File: src/rtl/dmem_store_buffer.sv
// Posted-write buffer: stores accepted in 1 cycle, drained in order over req/ack; mem_req rises one edge after the first store.
// Backpressure: full_o while DEPTH entries are pending; a store seen while full is dropped and sets sticky overflow_o.
module dmem_store_buffer #(
    parameter int DEPTH  = 4,
    parameter int ADDR_W = 32,
    parameter int DATA_W = 32
) (
    input  logic              clk_i,
    input  logic              rst_ni,
    input  logic              cpu_wren_i,
    input  logic [ADDR_W-1:0] cpu_addr_i,
    input  logic [DATA_W-1:0] cpu_wdata_i,
    output logic              full_o,
    output logic              fwd_hit_o,
    output logic [DATA_W-1:0] fwd_data_o,
    output logic              mem_req_o,
    output logic [ADDR_W-1:0] mem_addr_o,
    output logic [DATA_W-1:0] mem_wdata_o,
    input  logic              mem_ack_i,
    output logic              empty_o,
    output logic              overflow_o
);

    localparam int PTR_W = $clog2(DEPTH);
    localparam logic [PTR_W:0] CNT_FULL = (PTR_W+1)'(DEPTH);
    localparam logic STATE_IDLE = 1'b0;
    localparam logic STATE_REQ  = 1'b1;

    logic [DEPTH-1:0]  valid_q;
    logic [ADDR_W-1:0] addr_q [DEPTH];
    logic [DATA_W-1:0] data_q [DEPTH];
    logic [PTR_W-1:0]  head_q, head_d, tail_q, tail_d;
    logic [PTR_W:0]    count_q, count_d;
    logic              state_q, state_d;
    logic              overflow_q, overflow_d;

    logic [PTR_W-1:0]  youngest;
    logic [PTR_W-1:0]  scan_idx;
    logic              is_full, in_req, pop, push, merge, alloc;

    always_comb begin
        youngest = tail_q - PTR_W'(1);
        is_full  = (count_q == CNT_FULL);
        in_req   = (state_q == STATE_REQ);
        pop      = in_req & mem_ack_i;
        push     = cpu_wren_i & ~is_full;
        // Never merge into the entry memory is currently sampling.
        merge    = push & (count_q != '0) & valid_q[youngest]
                 & (addr_q[youngest] == cpu_addr_i)
                 & ~(in_req & (youngest == head_q));
        alloc    = push & ~merge;
    end

    always_comb begin
        head_d     = pop   ? head_q + PTR_W'(1) : head_q;
        tail_d     = alloc ? tail_q + PTR_W'(1) : tail_q;
        count_d    = count_q + (PTR_W+1)'(alloc) - (PTR_W+1)'(pop);
        overflow_d = overflow_q | (cpu_wren_i & is_full);
        state_d    = state_q;
        case (state_q)
            STATE_IDLE: if (count_q != '0) state_d = STATE_REQ;
            STATE_REQ:  if (pop && count_d == '0) state_d = STATE_IDLE;
            default:    state_d = STATE_IDLE;
        endcase
    end

    always_ff @(posedge clk_i or negedge rst_ni) begin
        if (!rst_ni) begin
            valid_q    <= '0;
            head_q     <= '0;
            tail_q     <= '0;
            count_q    <= '0;
            state_q    <= STATE_IDLE;
            overflow_q <= 1'b0;
            for (int i = 0; i < DEPTH; i++) begin
                addr_q[i] <= '0;
                data_q[i] <= '0;
            end
        end else begin
            head_q     <= head_d;
            tail_q     <= tail_d;
            count_q    <= count_d;
            state_q    <= state_d;
            overflow_q <= overflow_d;
            if (pop)
                valid_q[head_q] <= 1'b0;
            if (merge)
                data_q[youngest] <= cpu_wdata_i;
            if (alloc) begin
                valid_q[tail_q] <= 1'b1;
                addr_q[tail_q]  <= cpu_addr_i;
                data_q[tail_q]  <= cpu_wdata_i;
            end
        end
    end

    // Walk oldest to youngest so the last match seen is the youngest.
    always_comb begin
        fwd_hit_o  = 1'b0;
        fwd_data_o = '0;
        scan_idx   = '0;
        for (int k = 0; k < DEPTH; k++) begin
            scan_idx = head_q + PTR_W'(k);
            if (valid_q[scan_idx] && addr_q[scan_idx] == cpu_addr_i) begin
                fwd_hit_o  = 1'b1;
                fwd_data_o = data_q[scan_idx];
            end
        end
    end

    assign full_o      = is_full;
    assign mem_req_o   = in_req;
    assign mem_addr_o  = in_req ? addr_q[head_q] : '0;
    assign mem_wdata_o = in_req ? data_q[head_q] : '0;
    assign empty_o     = (count_q == '0) & ~in_req;
    assign overflow_o  = overflow_q;

endmodule

File: config.mk
export PLATFORM = sky130hd
export DESIGN_NAME = dmem_store_buffer
export DESIGN_NICKNAME = d
export VERILOG_FILES = /design/src/rtl/dmem_store_buffer.sv
export SDC_FILE = /design/constraint.sdc
export NUM_CORES = 1
export LEC_CHECK = 0
export CELL_PAD_IN_SITES_DETAIL_PLACEMENT = 0
export CELL_PAD_IN_SITES_GLOBAL_PLACEMENT = 1
export CORE_UTILIZATION = 45
export DETAILED_ROUTE_END_ITERATION = 10
export PLACE_DENSITY_LB_ADDON = 0.15
export SLEW_MARGIN = 25
export SYNTH_ARGS = -nofsm -noshare
export SYNTH_HDL_FRONTEND = slang
export SYNTH_SLANG_ARGS = --single-unit
File: constraint.sdc
create_clock -name clk_i -period 6.8 [get_ports clk_i]
set_input_delay 1.36 -clock clk_i [delete_from_list [all_inputs] [get_ports clk_i]]
set_output_delay 1.36 -clock clk_i [all_outputs]
set_load 0.05 [all_outputs]
==> reports/results.ini, run 1 <==
[min_path]
timing.hold.worst_path_depth=1
min-delay-path-class=reg -> reg

[run_status]
status=complete, no violations

[critical_path]
cp.depth=11
worst_path_largest_cell_delay_ns=0.95
crit_path_start_kind=flip-flop
timing.critical_path.slowest_stage_cell=or4_2
worst_path_most_repeated_cell=buf_12
crit_path_cell_trace=clkinv_1 > ha_4 > buf_4 > mux2i_1 > a221oi_1 > a21oi_1 > or4_1 > or4_2 > buf_12 > a31oi_1 > buf_12
cp_required_ns=5.44
critical_path.max_fanout=46
cp-end-kind=output port
worst-r2r-cell-count=19
path_class=reg -> out
critical_path_arrival_ns=5.20
critPathBufInv=4
cp_top_family=simple AND/OR/NAND/NOR gates

[global_route]
grt_remaining_overflow=0
grt_pass1_vias=15214
globalRouteTotalUtil_pct=26.1
antenna_found_initial=6
grt_pass1_wl_um=98200
grt_max_degree=143

[yosys]
synthCells=1674
postSynthAreaPerCell_sq_um=13.0
yosys.area.top_type_share_pct=30.9
synth.net_count=1757
yosys_register_bits=269
ys_dominant_reg_cell=dfrtp_1
synth_async_sr_flop_share_pct=100
ys_seq_area_share_pct=30.9
yosysWarningCount=0
synth_enable_flop_cells=0
synth.cell_area_sq_um=21800
yosys.area.top_type=dfrtp_1
ys_types=61
ys_top_cells_by_area=dfrtp_1, mux4_2, mux2_4

[sta]
fin_hold_ws_ns=0.450
slew-limit-headroom_pct=41.9
period_needed_ns=6.56
finalSetupViolCount=0
finalCritPeriodShare_pct=96.4
clock.fmax_mhz=152
report.final.hold_viol_count=0
drv_slew=0
totalNegativeSetupSlack_ns=0
least_margin_pin_slew_ns=0.871
finalClockSkew_ns=0.0206
grt_setup_unrepaired=false

[clock_network]
clk_transition_reported_paths_ns=0.06
cts_root_buf=clkbuf_16
cts_tree=yes
cts.hold.buffers_added=0
max-clock-path-buffers=3
clkLatencyLatePin_ns=0.54
ctsHtreeMaxLevel=2
cts_num_sinks=269
cts_made_buffers=34

[route]
route.detailed.wl_per_inst_um=26.4
wirelength_um=63600
route.detailed.drc=0
drtPass1Iterations=5
via_count=15174
vias_per_instance=6.30
detail-route-antenna-nets=0
initialDrtViolationCount=1262

[place]
port_buffers=168
routabilityCongestion=0.946
dpl.hpwl_um=43300

[finish]
syn_to_final_growth_pct=15.7
final_net_count=1853
drive_above_1_share_pct=36.7

[floorplanning]
ios=169
area_of_the_die_sq_um=49400
die_x_um=222
die_y_um=222
initial_utilization_pct=45.7
placeableCoreArea_sq_um=47700
num_rows=80

[run]
cap_viol_max_count=0

cells in the mapped netlist (all sizes together), types with 2 or more instances:
cell,count
a211oi,6
a21oi,7
a221oi,4
a22o,2
a22oi,4
a31oi,32
a32oi,2
and2,60
and3,7
buf,94
clkbuf,62
dfrtp,269
ha,14
inv,22
mux2,258
mux2i,55
mux4,267
nand2,145
nand2b,9
nand3,12
nand4,35
nand4b,2
nor2,42
nor2b,2
nor3,4
nor4,17
o211a,2
o211ai,2
o21ai,46
o221ai,5
o22ai,7
o2bb2ai,3
or2,2
or4,2
xnor2,117
xor2,38
through the flow:
| stage | instances | worst slack (ns) | util, % | cell area, sq um |
|---|---|---|---|---|
| after global routing | 2409 | 0.0201 | 52.9 | 25200 |
| after CTS | 2406 | 0.138 | 52.8 | 25200 |
| after global placement | 2348 | 0.478 | 50.6 | 24200 |
| after detailed placement | 2348 | 0.455 | 50.6 | 24200 |
| final | 2410 | 0.242 | 52.9 | 25200 |
| after floorplan | 1674 | 0.392 | - | 21800 |
worst register-to-register path, delay by kind of cell, from the launching register on:
kind | cells | cell delay, ns
xor+xnor | 3 | 0.72
fa+ha+maj | 4 | 1.03
buf+inv | 5 | 0.79
flops | 1 | 0.45
mux | 1 | 0.47
simple gates | 6 | 1.48
worst paths after layout:
path                                         end  slack, ns                   from
hold reg to reg             overflow_o$_DFF_PN0_       0.45   overflow_o$_DFF_PN0_
max in group asynchronous  head_q[1]$_DFFE_PN0P_       4.60                 rst_ni
min in group asynchronous   data_q[83]$_DFF_PN0_       0.75                 rst_ni
setup reg to reg             mem_req_o$_DFF_PN0_       1.73  tail_q[1]$_DFFE_PN0P_
hold / removal              overflow_o$_DFF_PN0_       0.45   overflow_o$_DFF_PN0_
setup / recovery                   fwd_data_o[1]       0.24  head_q[0]$_DFFE_PN0P_
state kept, by name (all words and copies together), names as in the netlist:
name	count
addr_q	128
data_q	128
valid_q	4
count_q	3
head_q	2
tail_q	2
mem_req_o	1
overflow_o	1
kinds of logic (layout without fill, tap and decap cells):
family / Yosys count / in the layout / synth area share (%)
fa+ha+maj: 15 / 15 / 0.895
compound gates: 133 / 133 / 4.14
buf+inv: 179 / 297 / 4.51
simple gates: 343 / 343 / 7.73
flops: 269 / 269 / 30.9
xor+xnor: 155 / 155 / 6.22
other cells: 0 / 3 / 0
mux: 580 / 580 / 45.6
cell usage in the layout (no fill, tap or decap), types with 35 or more instances in the layout:
cell and count:
mux2i_1 55, nand2_1 145, and2_1 60, o21ai_0 42
clkdlybuf4s50_1 134, clkbuf_16 35, nand4_1 35, xor2_1 38
dfrtp_1 265, xnor2_1 117, nor2_1 42, buf_12 40
mux2_4 120, buf_4 40, mux2_2 138, mux4_2 258
per-layer routing:
layer	global-route usage, %	up-vias	wire length [um]
li1	-	6635	-
met1	35.8	7915	27000
met2	41.4	515	30500
met3	4.64	101	3910
met4	9.88	8	2250
met5	0	-	58
repair_timing:
action                     in CTS  in global routing
hold endpoints to repair        0                  0
gates resized for setup         0                  0
setup endpoints to repair       0                 30
buffers inserted                0                  1
final cells by class:
class / instances / area, sq um
Antenna cell: 3 / 7.51
Clock buffer: 53 / 963
Clock inverter: 5 / 81.3
Fill cell: 4033 / 22500
Inverter: 23 / 86.3
Multi-Input combinational cell: 1226 / 14100
Sequential cell: 269 / 6740
Tap cell: 615 / 769
Timing Repair Buffer: 216 / 2470
Power of run 1 is not shown: default switching activity piles up to over one toggle a cycle in this logic, so the estimate is an artifact.
==> run 2, diff against run 1 <==
--- a/config.mk
+++ b/config.mk
@@ -5,8 +5,10 @@
 export SDC_FILE = /design/constraint.sdc
 export NUM_CORES = 1
 export LEC_CHECK = 0
+export ABC_CLOCK_PERIOD_IN_PS = 6800
 export CELL_PAD_IN_SITES_DETAIL_PLACEMENT = 0
 export CELL_PAD_IN_SITES_GLOBAL_PLACEMENT = 1
+export CORE_ASPECT_RATIO = 2
 export CORE_UTILIZATION = 45
 export DETAILED_ROUTE_END_ITERATION = 10
 export PLACE_DENSITY_LB_ADDON = 0.15
==> run 2 against run 1 <==
Effect of this change:
- sequential share of layout area hardly changed
- clock-buffer cell count down 15
- register-to-register slack lost 0.41 ns
- die area up 0.11%
- first-iteration DRC count is 17% lower
==> reports/results.ini, run 2 (synthesis gave the netlist of run 1 again) <==
[floorplanning]
num_rows=113
die_x_um=158
area_of_the_die_sq_um=49400
die_y_um=313
initial_utilization_pct=45.8
ios=169
placeableCoreArea_sq_um=47600

[route]
via_count=15447
wirelength_um=67900
initialDrtViolationCount=1044
drtPass1Iterations=7
detail-route-antenna-nets=0
route.detailed.drc=0
vias_per_instance=6.37
route.detailed.wl_per_inst_um=28.0

[sta]
grt_setup_unrepaired=false
finalCritPeriodShare_pct=93.9
finalSetupViolCount=0
drv_slew=0
clock.fmax_mhz=157
least_margin_pin_slew_ns=0.888
slew-limit-headroom_pct=40.8
period_needed_ns=6.38
finalClockSkew_ns=0.0252
totalNegativeSetupSlack_ns=0
report.final.hold_viol_count=0

[finish]
drive_above_1_share_pct=37.3
syn_to_final_growth_pct=15.8
top_regs=addr_q (128), data_q (128), valid_q (4)
layout.core_utilization_pct=53.0
antenna_cells_inserted=0
most_frequent_cells_in_the_layout=dfrtp_1, mux4_2, nand2_1, mux2_2, clkdlybuf4s50_1
leading_cell_type_in_the_layout_fill_and_taps_excluded=dfrtp_1
design_area_sq_um=25300
final_net_count=1853

[critical_path]
worst_path_most_repeated_cell=buf_12
path_class=in -> out
worst-r2r-cell-count=19
reg2reg_slack_ns=1.32
timing.critical_path.slowest_stage_cell=clkdlybuf4s50_1
critical_path_arrival_ns=5.02
cp-end-kind=output port
cp_required_ns=5.44
critical_path.max_fanout=62
worst_path_largest_cell_delay_ns=0.81
crit_path_cell_trace=clkdlybuf4s50_1 > xnor2_1 > nand2_1 > mux4_2 > nor4_1 > nand4_1 > or4_2 > buf_12 > mux2i_1 > a31oi_1 > buf_12
crit_path_start_kind=input port

[global_route]
grt_remaining_overflow=0
grt_max_degree=166
globalRouteTotalUtil_pct=28.3
grt_pass1_vias=15910
antenna_found_initial=1
grt_pass1_wl_um=103000

[clock_network]
cts_num_sinks=269
cts_tree=yes
max-clock-path-buffers=3
cts_made_buffers=28
cts.hold.buffers_added=0
clk_transition_reported_paths_ns=0.06
ctsHtreeMaxLevel=1
cts_root_buf=clkbuf_16
cts_resized=0
clkLatencyLatePin_ns=0.59
post-cts-setup-buffers=0

[min_path]
min-delay-path-class=reg -> reg
timing.hold.worst_path_depth=1

[place]
detailed_place.area_sq_um=24300
dpl.hpwl_um=47700
port_buffers=168
routabilityCongestion=0.973

[run]
cap_viol_max_count=0

[run_status]
status=complete, no violations

==> run 2: changes by cell type in the layout (fill, tap and decap cells not counted) <==
cell	delta
buf_4	+2
diode_2	-3
buf_6	+1
buf_8	-1
clkinv_2	+2
clkinvlp_4	+4
clkinv_4	+2
clkbuf_8	+2
buf_12	+3
inv_6	+1
clkbuf_16	-6
clkbuf_1	-11
buf_16	+1
==> run 2: layout make-up <==
class	instances	area (sq um)
repair buffers	222	2570
clock inverters	14	148
flip-flops and latches	269	6740
well taps	632	791
multi-input cells	1226	14100
clock buffers	38	800
inverters	23	86.3
fillers	4060	22400
==> run 2: per-layer routing <==
layer / vias up / wire length (um) / GRT usage (%)
met5: - / 14 / 0
met4: 2 / 4990 / 18.6
met3: 175 / 3340 / 3.16
met2: 590 / 35700 / 50.0
met1: 8048 / 23900 / 31.9
li1: 6632 / - / -
==> run 2: critical path, delay by kind of cell <==
kind / cells / cell delay, ns
AND/OR/NAND/NOR: 4 / 1.29
buffers and inverters: 3 / 1.21
XOR/XNOR: 1 / 0.19
multiplexers: 2 / 0.63
AO/OA/AOI/OAI: 1 / 0.30
==> run 2: final timing paths <==
path,start,to
min in group asynchronous,rst_ni,addr_q[64]$_DFFE_PN0P_
max in group asynchronous,rst_ni,data_q[23]$_DFF_PN0_
worst min-delay path,overflow_o$_DFF_PN0_,overflow_o$_DFF_PN0_
worst max-delay path,cpu_addr_i[23],fwd_data_o[31]
worst min register to register,overflow_o$_DFF_PN0_,overflow_o$_DFF_PN0_
worst max register to register,tail_q[0]$_DFFE_PN0P_,mem_req_o$_DFF_PN0_
==> run 2: metrics by stage <==
| step | hold slack (ns) | std cells | setup slack [ns] |
|---|---|---|---|
| floorplan | 0.513 | 1674 | 0.392 |
| global placement | 0.442 | 2370 | 0.521 |
| detailed placement | 0.453 | 2371 | 0.440 |
| CTS | 0.467 | 2423 | 0.423 |
| global route | 0.494 | 2424 | 0.262 |
| finish | 0.460 | 2424 | 0.417 |
Power of run 2 is left out for the same reason.
==> run 3, diff against run 2 <==
--- a/config.mk
+++ b/config.mk
@@ -5,12 +5,13 @@
 export SDC_FILE = /design/constraint.sdc
 export NUM_CORES = 1
 export LEC_CHECK = 0
-export ABC_CLOCK_PERIOD_IN_PS = 6800
+export ABC_CLOCK_PERIOD_IN_PS = 5200
 export CELL_PAD_IN_SITES_DETAIL_PLACEMENT = 0
 export CELL_PAD_IN_SITES_GLOBAL_PLACEMENT = 1
 export CORE_ASPECT_RATIO = 2
 export CORE_UTILIZATION = 45
 export DETAILED_ROUTE_END_ITERATION = 10
+export MAX_ROUTING_LAYER = met4
 export PLACE_DENSITY_LB_ADDON = 0.15
 export SLEW_MARGIN = 25
 export SYNTH_ARGS = -nofsm -noshare
==> constraint.sdc (replaced) <==
create_clock -name clk_i -period 5.2 [get_ports clk_i]
set_input_delay 1.04 -clock clk_i [delete_from_list [all_inputs] [get_ports clk_i]]
set_output_delay 1.04 -clock clk_i [all_outputs]
set_load 0.05 [all_outputs]
==> run 3 against run 2 <==
Effect of this change:
- the run now ends with setup timing left
- via count is 5.5% higher
- sequential share of layout area is 2.6 points lower
- clock-buffer cell count is 4 higher
- die area stayed put
- clock skew is 0.013 ns lower
- cell area is 11% higher
==> reports/results.ini, run 3 (synthesis gave the netlist of run 1 again) <==
[run_status]
status=finished with violations
violations=setup timing

[finish]
syn_to_final_growth_pct=28.1
layout.core_utilization_pct=58.6
final_net_count=1978
most_frequent_cells_in_the_layout=dfrtp_1, mux4_2, mux2_4, clkdlybuf4s50_1, mux2_2
layout_filler_cell_count=3844
top_regs=addr_q (128), data_q (128), valid_q (4)
leading_cell_type_in_the_layout_fill_and_taps_excluded=dfrtp_1
design_area_sq_um=27900
drive_above_1_share_pct=47.1

[clock_network]
cts_made_buffers=28
cts.hold.buffers_added=0
cts_num_sinks=269
clk_transition_reported_paths_ns=0.07
max-clock-path-buffers=3
cts_root_buf=clkbuf_16
clkLatencyLatePin_ns=0.59
ctsHtreeMaxLevel=1
cts_tree=yes

[floorplanning]
area_of_the_die_sq_um=49400
die_x_um=158
die_y_um=313
num_rows=113
ios=169
placeableCoreArea_sq_um=47600
initial_utilization_pct=45.8

[route]
initialDrtViolationCount=1056
route.detailed.wl_per_inst_um=29.0
drtPass1Iterations=5
vias_per_instance=6.38
wirelength_um=74100
via_count=16293
route.detailed.drc=0
detail-route-antenna-nets=0

[critical_path]
critical_path.max_fanout=15
crit_path_start_kind=flip-flop
worst-r2r-cell-count=23
cp_required_ns=4.16
critical_path_arrival_ns=4.34
cp-end-kind=output port
path_class=reg -> out

[sta]
finalCritPeriodShare_pct=103
finalClockSkew_ns=0.0119
period_needed_ns=5.38
slew-limit-headroom_pct=30.3
least_margin_pin_slew_ns=1.05
report.final.hold_viol_count=0
grt_setup_unrepaired=true
clock.fmax_mhz=186
finalSetupViolCount=32
drv_slew=0
final.setup.worst_slack_ns=-0.181

[global_route]
antenna_found_initial=4
grt_pass1_vias=16979
grt_pass1_wl_um=110000
grt_max_degree=114
globalRouteTotalUtil_pct=31.6
grt_remaining_overflow=0

[place]
dpl.hpwl_um=49600
detailed_place.area_sq_um=25600
port_buffers=168
routabilityCongestion=1.01

[run]
cap_viol_max_count=0

[min_path]
min-delay-path-class=in -> async

-- run 3: timing repair --
action / 4_1_cts / 5_1_grt
cloned: 14 / 1
endpoints found under the hold margin: 0 / 0
pin swaps: 19 / 11
setup buffers: 31 / 7
endpoints found under the setup margin: 33 / 44
gates resized for setup: 149 / 33
-- run 3: cell type report --
cell class | instances | area [sq um] | area share, %
Sequential cell | 269 | 6740 | 24.1
Tap cell | 632 | 791 | 2.83
Clock inverter | 9 | 57.6 | 0.206
Clock buffer | 42 | 835 | 2.99
Inverter | 23 | 93.8 | 0.336
Multi-Input combinational cell | 1226 | 15200 | 54.4
Timing Repair Buffer | 347 | 4200 | 15.0
Antenna cell | 4 | 10.0 | 0.0358
-- run 3: path summary, 6_finish.rpt --
| kind | end | slack [ns] | start |
|---|---|---|---|
| worst max-delay path | fwd_data_o[2] | -0.18 | head_q[0]$_DFFE_PN0P_ |
| worst min-delay path | data_q[48]$_DFF_PN0_ | 0.46 | rst_ni |
| worst max register to register | mem_req_o$_DFF_PN0_ | 0.46 | tail_q[1]$_DFFE_PN0P_ |
| worst min register to register | overflow_o$_DFF_PN0_ | 0.47 | overflow_o$_DFF_PN0_ |
| max in group asynchronous | addr_q[17]$_DFFE_PN0P_ | 3.68 | rst_ni |
| min in group clk_i | overflow_o$_DFF_PN0_ | 0.47 | overflow_o$_DFF_PN0_ |
-- run 3: metrics by stage --
stage,setup WS (ns),setup TNS (ns),hold WS (ns),instances
6_report,-0.181,-3.92,0.456,2552
5_1_grt,-0.230,-5.64,0.502,2552
4_1_cts,-0.113,-2.05,0.478,2544
3_5_place_dp,-0.0116,-0.0193,0.464,2449
3_3_place_gp,0.00194,0,0.461,2449
2_1_floorplan,0.00665,0,0.513,1674
-- run 3: per-layer routing --
metal,routed length [um],global-route usage [%],share of wire [%],up-vias
li1,-,-,-,6892
met1,25000,33.0,34,8496
met2,38700,53.6,52,670
met3,3770,3.68,5.1,235
met4,6610,24.7,8.9,0
met5,0,-,0,-
-- run 3: critical path, cell delays in order, from the launching register on --
cell      delay (ns)
dfrtp_4         0.44
clkinv_4        0.07
ha_4            0.29
buf_12          0.13
buf_16          0.13
buf_12          0.12
buf_12          0.11
mux4_2          0.52
xnor2_2         0.21
nand4_1         0.24
nor2_1          0.22
and4_4          0.33
buf_12          0.19
mux2_2          0.37
nand2_2         0.09
a31oi_4         0.09
buf_12          0.16
Power of run 3 is left out for the same reason.
